===== config.mk =====
export PLATFORM = sky130hd
export DESIGN_NAME = addsub_multilimb
export DESIGN_NICKNAME = d
export VERILOG_FILES = /design/src/rtl/addsub_pkg.sv /design/src/rtl/addsub_limb.sv /design/src/rtl/addsub_multilimb.sv
export SDC_FILE = /design/constraint.sdc
export NUM_CORES = 1
export LEC_CHECK = 0
export CAP_MARGIN = 40
export CORE_MARGIN = 5
export CORE_UTILIZATION = 30
export CTS_CLUSTER_SIZE = 8
export DETAILED_ROUTE_END_ITERATION = 10
export GPL_TIMING_DRIVEN = 0
export PLACE_DENSITY = 0.57
export SLEW_MARGIN = 20
export SYNTH_ARGS = -nofsm -noshare
export SYNTH_HDL_FRONTEND = slang
export SYNTH_SLANG_ARGS = --single-unit

===== constraint.sdc =====
create_clock -name CLK -period 6.1 [get_ports CLK]
set_clock_uncertainty 0.15 [all_clocks]
set_input_delay 1.83 -clock CLK [delete_from_list [all_inputs] [get_ports CLK]]
set_output_delay 1.83 -clock CLK [all_outputs]
set_load 0.005 [all_outputs]

===== src/rtl/addsub_pkg.sv =====
// Shared definitions for the multi-limb add/subtract engine.
package addsub_pkg;

  localparam logic MODE_ADD = 1'b0;
  localparam logic MODE_SUB = 1'b1;

  // IDLE: the next accepted limb is limb 0. BUSY: limbs 1..NLIMBS-1.
  typedef enum logic {
    IDLE,
    BUSY
  } state_t;

  // Bits needed to count limbs 0..n-1, never less than one.
  function automatic int clog2(input int n);
    int w;
    w = 1;
    while ((1 << w) < n) w++;
    return w;
  endfunction

endpackage


===== src/rtl/addsub_limb.sv =====
// Combinational WIDTH-bit add/subtract slice with carry-in. Subtraction is
// done as a + ~b + cin, so the caller supplies the inverted borrow as cin.
module addsub_limb #(
  parameter int WIDTH = 8
) (
  input  logic [WIDTH-1:0] a,
  input  logic [WIDTH-1:0] b,
  input  logic             cin,
  input  logic             sub,
  output logic [WIDTH-1:0] sum,
  output logic             cout_raw,
  output logic             msb_cin
);

  logic [WIDTH-1:0] b_eff;

  // Operand conditioning, full-width sum, and recovery of the MSB carry-in.
  always_comb begin
    b_eff             = sub ? ~b : b;
    {cout_raw, sum}   = {1'b0, a} + {1'b0, b_eff} + (WIDTH + 1)'(cin);
    // The carry entering the top bit is whatever makes a^b^carry equal sum.
    msb_cin           = a[WIDTH-1] ^ b_eff[WIDTH-1] ^ sum[WIDTH-1];
  end

endmodule


===== src/rtl/addsub_multilimb.sv =====
// Sequential multi-precision add/subtract: one little-endian limb per accepted
// beat, carry/borrow chained through a register, one registered result limb out.
module addsub_multilimb
  import addsub_pkg::*;
#(
  parameter int WIDTH  = 8,
  parameter int NLIMBS = 4
) (
  input  logic             CLK,
  input  logic             ASYNCRESETN,
  input  logic             I_VALID,
  output logic             I_READY,
  input  logic [WIDTH-1:0] I0,
  input  logic [WIDTH-1:0] I1,
  input  logic             CIN,
  input  logic             SUB,
  output logic             O_VALID,
  input  logic             O_READY,
  output logic [WIDTH-1:0] O,
  output logic             O_LAST,
  output logic             COUT,
  output logic             V
);

  localparam int            CW       = clog2(NLIMBS);
  localparam logic [CW-1:0] LAST_IDX = CW'(NLIMBS - 1);

  state_t           state_q, state_d;
  logic [CW-1:0]    cnt_q, cnt_d;
  logic             carry_q, carry_d;
  logic             mode_q, mode_d;

  logic             accept;
  logic             is_first;
  logic             is_last;
  logic             mode_eff;
  logic             c_in;
  logic [WIDTH-1:0] sum;
  logic             cout_raw;
  logic             msb_cin;

  // A single output register: room exists when it is empty or being drained.
  assign I_READY  = !O_VALID || O_READY;
  assign accept   = I_VALID && I_READY;
  assign is_first = (state_q == IDLE);
  // The counter sits at 0 in IDLE, so this also covers NLIMBS == 1.
  assign is_last  = (cnt_q == LAST_IDX);
  // Mode and carry come from the ports on limb 0, from the registers after.
  assign mode_eff = is_first ? SUB : mode_q;
  assign c_in     = is_first ? ((SUB == MODE_SUB) ? !CIN : CIN) : carry_q;

  addsub_limb #(.WIDTH(WIDTH)) u_limb (
    .a        (I0),
    .b        (I1),
    .cin      (c_in),
    .sub      (mode_eff),
    .sum      (sum),
    .cout_raw (cout_raw),
    .msb_cin  (msb_cin)
  );

  // Operation state: phase, limb counter, chained carry and latched mode.
  always_ff @(posedge CLK or negedge ASYNCRESETN) begin
    if (!ASYNCRESETN) begin
      state_q <= IDLE;
      cnt_q   <= '0;
      carry_q <= 1'b0;
      mode_q  <= MODE_ADD;
    end else begin
      // NOTE: clocked blocks use <= so every register samples pre-edge values.
      state_q <= state_d;
      cnt_q   <= cnt_d;
      carry_q <= carry_d;
      mode_q  <= mode_d;
    end
  end

  // Next-state logic: advance only on an accepted limb, otherwise hold.
  always_comb begin
    // NOTE: defaults first so no path leaves a variable unassigned (no latch).
    state_d = state_q;
    cnt_d   = cnt_q;
    carry_d = carry_q;
    mode_d  = mode_q;
    if (accept) begin
      mode_d  = mode_eff;
      carry_d = cout_raw;
      if (is_last) begin
        state_d = IDLE;
        cnt_d   = '0;
      end else begin
        state_d = BUSY;
        cnt_d   = cnt_q + CW'(1);
      end
    end
  end

  // Result register: load on accept, empty when drained, else hold stable.
  always_ff @(posedge CLK or negedge ASYNCRESETN) begin
    if (!ASYNCRESETN) begin
      // NOTE: data fields are reset too so O reads 0 out of reset; bulk storage
      // such as a RAM would normally be left unreset.
      O_VALID <= 1'b0;
      O       <= '0;
      O_LAST  <= 1'b0;
      COUT    <= 1'b0;
      V       <= 1'b0;
    end else if (accept) begin
      O_VALID <= 1'b1;
      O       <= sum;
      O_LAST  <= is_last;
      COUT    <= is_last && (mode_eff == MODE_SUB ? !cout_raw : cout_raw);
      V       <= is_last && (msb_cin ^ cout_raw);
    end else if (O_READY) begin
      O_VALID <= 1'b0;
    end
  end

endmodule


Word-level counts from Yosys, hierarchy flattened
Cells that the tools add are included.
Storage, ports and cells
  flip-flop bits (word level): 17
  input bits: 22
  output and inout bits: 13
  logic and storage cells: 34
Cells by class
  add/subtract/negate cells: 3
  equality and inequality tests: 1
  multiplexer cells: 9
  bitwise operators: 4
  reductions and logical operators: 8
Operators with widths (number)
  8-bit by 8-bit adder with 9-bit output: 1
  9-bit by 1-bit adder with 9-bit output: 1
  8-bit 2-to-1 mux: 1
  8-bit inverter: 1
  1-bit 2-to-1 mux: 7
  1-bit logical AND: 3
  1-bit logical NOT: 3
  1-bit XOR: 3
  2-bit by 1-bit adder with 2-bit output, second input constant: 1
  2-bit equality test, second input constant: 1
  2-bit 2-to-1 mux: 1
  2-bit nonzero test: 1
  1-bit logical OR: 1

Logic depth before layout (Yosys ltp)
Gate-level depths: netlist (run 1).
  word-level depth: 7
  gate-level depth with buffers: 9
  gate-level depth less buffers: 9

Hierarchy
From an unflattened synthesis (run 1), not the netlist that was laid out.
Second synthesis, totals
  cells, all modules: 112
  area, all modules: 1228.7 um2
By module, submodules not included
  addsub_multilimb: instances 1, cells each 50, area each 759.5 um2, seq. area each 425.4 um2
  addsub_limb: instances 1, cells each 62, area each 469.2 um2, seq. area each 0.0 um2

Worst setup path before layout (run 1)
Ideal clock, no wire load.
  path kind: input to register
  start point: in SUB
  end point: reg COUT
  setup time: 128 ps
  arrival time: 3938 ps
  required time: 5822 ps
  path slack: 1885 ps
  stages on the path: 9
  path buffers: 0
  cells stage by stage: mux2i_4 -> xnor2_1 -> fa_1 -> fa_1 -> a21o_1 -> a21oi_1 -> o31a_2 -> xnor2_1 -> o21ai_0
Between the ends
  cells in the longest elaborated chain, start to end: 7
  elaborated cells on any way between the ends: 9
  classes of those cells: add/sub: 2; mux: 5; reduce/logical: 2
RTL lines
  start, declared: line addsub_multilimb.sv:16  | input logic SUB,
  1-bit 2-to-1 mux: line addsub_multilimb.sv:49  | assign mode_eff = is_first ? SUB : mode_q;
  8-bit 2-to-1 mux: line addsub_limb.sv:19  | b_eff = sub ? ~b : b;
  8-bit by 8-bit adder with 9-bit output: line addsub_limb.sv:20  | {cout_raw, sum} = {1'b0, a} + {1'b0, b_eff} + (WIDTH + 1)'(cin);
  9-bit by 1-bit adder with 9-bit output: line addsub_limb.sv:20
  1-bit logical NOT: line addsub_multilimb.sv:112  | COUT <= is_last && (mode_eff == MODE_SUB ? !cout_raw : cout_raw);
  1-bit 2-to-1 mux (*): line addsub_multilimb.sv:112
  1-bit logical AND (*): line addsub_multilimb.sv:112
  end signal, assigned: line addsub_multilimb.sv:112
  end, declared: line addsub_multilimb.sv:21  | output logic COUT,
Every way passes the cells marked *; elsewhere a longest branch is shown, timed or not.
A chain may end at the register's enable or synchronous reset.

Worst setup path after layout (run 1)
  start point: in O_READY
  end point: out I_READY
Between the ends
  cells in the longest elaborated chain, start to end: 1
RTL lines
  start, declared: line addsub_multilimb.sv:18  | input logic O_READY,
  1-bit logical OR: line addsub_multilimb.sv:43  | assign I_READY = !O_VALID || O_READY;
  end, declared: line addsub_multilimb.sv:12  | output logic I_READY,
No other way between the ends.

==> summary.md, run 1 <==
| Metric | Value |
|---|---|
| Antenna-violating nets left | 0 |
| Htree depth | 1 |
| Worst endpoint data arrival time | 2.98 ns |
| RR Startpoint | state_q |
| Nets | 174 |
| Top-count cell post-synth | dfrtp_1 |
| Placement Cell Area | 0.00146 mm2 |
| First-pass GRT wire length | 3.84 mm |
| Maximum number of pins on one net before global-route repair | 18 |
| Initial Util | 31.3% |
| CP required | 4.12 ns |
| Async SR Flop Fraction | 100% |
| Postcts setup bufs | 0 |
| Clock Sinks | 17 |
| DRT Wirelength | 2.17 mm |
| Max Fclk | 0.202 GHz |
| Avg WL per Cell | 11.6 um |
| RSZ-0062 raised after global routing | no |
| Leading area contributor after synthesis | dfrtp_1 |
| Worst Hold Class | reg -> reg |
| GP Congestion | 0.806 |
| Final setup violation count | 0 |
| Status | finished clean |
| Worst setup path startpoint | O_READY |
| Synth top cells by count | dfrtp_1 (17), nand2_1 (16), xnor2_1 (13), o21ai_0 (12), ha_1 (8) |
| GRT Residual Overflow | 0 |
| Number of synthesized flops with an enable pin | 0 |
| Relative slew slack | 67.1% |
| Synth Register Bits | 17 |
| Fin crit period | 4.96 ns |
| Design area | 0.00150 mm2 |
| Hold Crit Depth | 2 |
| Detailed router's first-iteration violation count | 17 |
| Detailed placement HPWL | 1.80 mm |
| Clock-pin slew on the worst setup and hold paths | 0.10 ns |
| Critical path launch point type | input port |
| Final Hold Slack | 0.335 ns |
| Final hold vios | 0 |
| Fin. max-slew vios | 0 |
| CTS tree | built |
| FILL cells | 345 |
| Reg2reg path depth | 9 |
| Ports | 35 |
| Remaining DRCs | 0 |
| Placed Instances | 182 |
| Clk_lat worst skew | 0.28 ns |
| Core area | 0.00339 mm2 |
| Non-Filler Instances | 187 |
| Gr usage total | 9.53% |
| CP Class | in -> out |
| Syn Inst Count | 102 |
| Share of layout cells above drive strength 1 | 7.80% |
| Area grow syn2layout | 41.5% |
| Synth Flop Type | dfrtp_1 |
| # resized after CTS | 0 |
| # port buffers | 34 |
| Number of global-route vias before repair | 922 |
| CTS buffer count | 3 |
| Die H | 69.5 um |
| Yosys Warn Count | 0 |
| Worst hold start | O_LAST |
| Pre-CTS setup slack | 1.05 ns |
| Setup crit end kind | primary output |
| Maximum VDD drop | 0.186 mV |
| Area of the die | 0.00483 mm2 |
| Mapped Area | 0.00106 mm2 |
| Seq/Total Area, Yosys | 40.0% |
| # rows | 21 |
| Leakage | 0.642 nW |
| Fin crit share | 81.3% |
| Die X-Extent | 69.5 um |
| Setup TNS | 0 ns |
| Total of max-cap violations | 0 |
| Post-CTS Hold Buffers | 0 |
| Net count after synthesis | 134 |
| Synth top area share | 40.0% |
| Maximum root-to-sink buffer count | 2 |
| Final WS setup | 1.14 ns |
| Top cells by area, synth | dfrtp_1 (40%), xnor2_1 (11%), ha_1 (9.4%), o21ai_0 (5.7%), nand2_1 (5.7%) |
| Post-synth cell types | 23 |
| Syn Area/Cell | 10.4 um2 |
| Slew @ Worst Pin | 0.483 ns |
| Via count | 837 |
| PwrDens | 470 mW/mm2 |
| CP Max Fanout | 4 |
| DR vias/cell | 4.48 |
| Clk root buf | clkbuf_4 |
| Drt first pass iters | 4 |
| Antenna cells | 0 |
| Initial antenna violation count | 0 |
layout by cell type (no fill, tap or decap):
cell / instances
mux2i_4: 1
a21o_1: 5
ha_1: 8
buf_8: 1
nand2b_1: 2
inv_1: 1
o21ai_1: 1
a211oi_4: 1
nand3_1: 2
fa_1: 2
o21bai_1: 1
o21ai_0: 12
o21a_1: 1
a211oi_1: 1
nor3_1: 2
a21oi_1: 5
clkbuf_1: 2
xor2_1: 4
mux2_2: 3
clkdlybuf4s50_1: 34
clkbuf_4: 3
clkinv_2: 1
xnor2_1: 13
nand2_1: 16
dfrtp_1: 17
a21boi_0: 1
o31a_2: 1
power by group:
part / switching (mW) / internal, mW / leakage [nW] / total, mW
sequential: 0.0305 / 0.163 / 0.208 / 0.194
combinational: 0.205 / 0.248 / 0.417 / 0.454
clock: 0.0342 / 0.0243 / 0.0177 / 0.0585
total: 0.270 / 0.436 / 0.642 / 0.706
final cells by class:
cell class | instances | area, um2 | area share, %
buffer | 2 | 7.51 | 0.500
clock buffer | 3 | 22.5 | 1.50
clock inverter | 1 | 5.00 | 0.333
inverter | 1 | 3.75 | 0.250
multi-input combinational | 82 | 626 | 41.6
sequential | 17 | 425 | 28.3
tap | 46 | 57.6 | 3.83
timing repair buffer | 35 | 355 | 23.6
flip-flops by register name (all words and copies together) (netlist names):
name and cells:
COUT 1, O 8, O_LAST 1, O_VALID 1
V 1, carry_q 1, cnt_q 2, mode_q 1
state_q 1
per-layer routing:
layer | vias up | part of all wire [%] | GRT usage, %
met5 | - | 0 | 0
li1 | 428 | - | -
met4 | 0 | 0 | 2.60
met3 | 0 | 8.2 | 3.62
met1 | 383 | 42 | 10.6
met2 | 26 | 50 | 16.8
critical path, cell delays in order:
cell and delay, ns:
clkdlybuf4s50_1 0.46, nand2b_1 0.17, clkdlybuf4s50_1 0.52
path summary, 6_finish.rpt:
| kind | endpoint | slack [ns] |
|---|---|---|
| min in group asynchronous | O[0] | 1.64 |
| worst min register to register | O_LAST | 0.34 |
| worst max-delay path | I_READY | 1.14 |
| worst min-delay path | O_LAST | 0.34 |
| max in group asynchronous | V | 3.78 |
| worst max register to register | COUT | 2.89 |
kinds of logic (layout without fill, tap and decap cells):
| family | count (synthesis) | count (layout) | synth area share [%] |
|---|---|---|---|
| AO/OA/AOI/OAI | 29 | 29 | 17.7 |
| XOR/XNOR | 17 | 17 | 14.0 |
| adder cells (fa/ha/maj) | 10 | 10 | 13.2 |
| buffers and inverters | 3 | 42 | 1.06 |
| flip-flops | 17 | 17 | 40.0 |
| multiplexers | 4 | 4 | 5.30 |
| AND/OR/NAND/NOR | 22 | 22 | 8.72 |
through the flow:
step	total power [mW]	utilization (%)
6_report	0.706	44.3
5_1_grt	0.779	44.3
4_1_cts	0.719	43.9
3_5_place_dp	0.657	43.1
3_3_place_gp	0.647	43.1
2_1_floorplan	0.510	-
Note: power is estimated with default switching activity, not from simulation.
==> run 2, diff against run 1 <==
==> constraint.sdc (replaced) <==
create_clock -name CLK -period 4.9 [get_ports CLK]
set_clock_uncertainty 0.15 [all_clocks]
set_input_delay 1.47 -clock CLK [delete_from_list [all_inputs] [get_ports CLK]]
set_output_delay 1.47 -clock CLK [all_outputs]
set_load 0.005 [all_outputs]
==> results of run 2 <==
The final DEF is identical to that of run 1. Status: finished clean.
Main changes from that run: setup slack after placement 1.05 ns -> 0.211 ns; setup slack after layout 1.14 ns -> 0.525 ns; start point of the critical path O_READY -> SUB; end point of the critical path I_READY -> COUT; register-to-register setup slack 2.89 ns -> 1.69 ns; total power 0.706 mW -> 0.879 mW; worst IR drop on VDD 0.186 mV -> 0.231 mV
==> run 3, diff against run 2 <==
--- a/config.mk
+++ b/config.mk
@@ -8,6 +8,7 @@
 export CAP_MARGIN = 40
 export CORE_MARGIN = 5
 export CORE_UTILIZATION = 30
+export CTS_CLUSTER_DIAMETER = 200
 export CTS_CLUSTER_SIZE = 8
 export DETAILED_ROUTE_END_ITERATION = 10
 export GPL_TIMING_DRIVEN = 0
==> results of run 3 <==
The final DEF is identical to that of run 1. Status: finished clean.
Main changes from that run: setup slack after placement 1.05 ns -> 0.211 ns; setup slack after layout 1.14 ns -> 0.525 ns; start point of the critical path O_READY -> SUB; end point of the critical path I_READY -> COUT; register-to-register setup slack 2.89 ns -> 1.69 ns; total power 0.706 mW -> 0.879 mW; worst IR drop on VDD 0.186 mV -> 0.231 mV
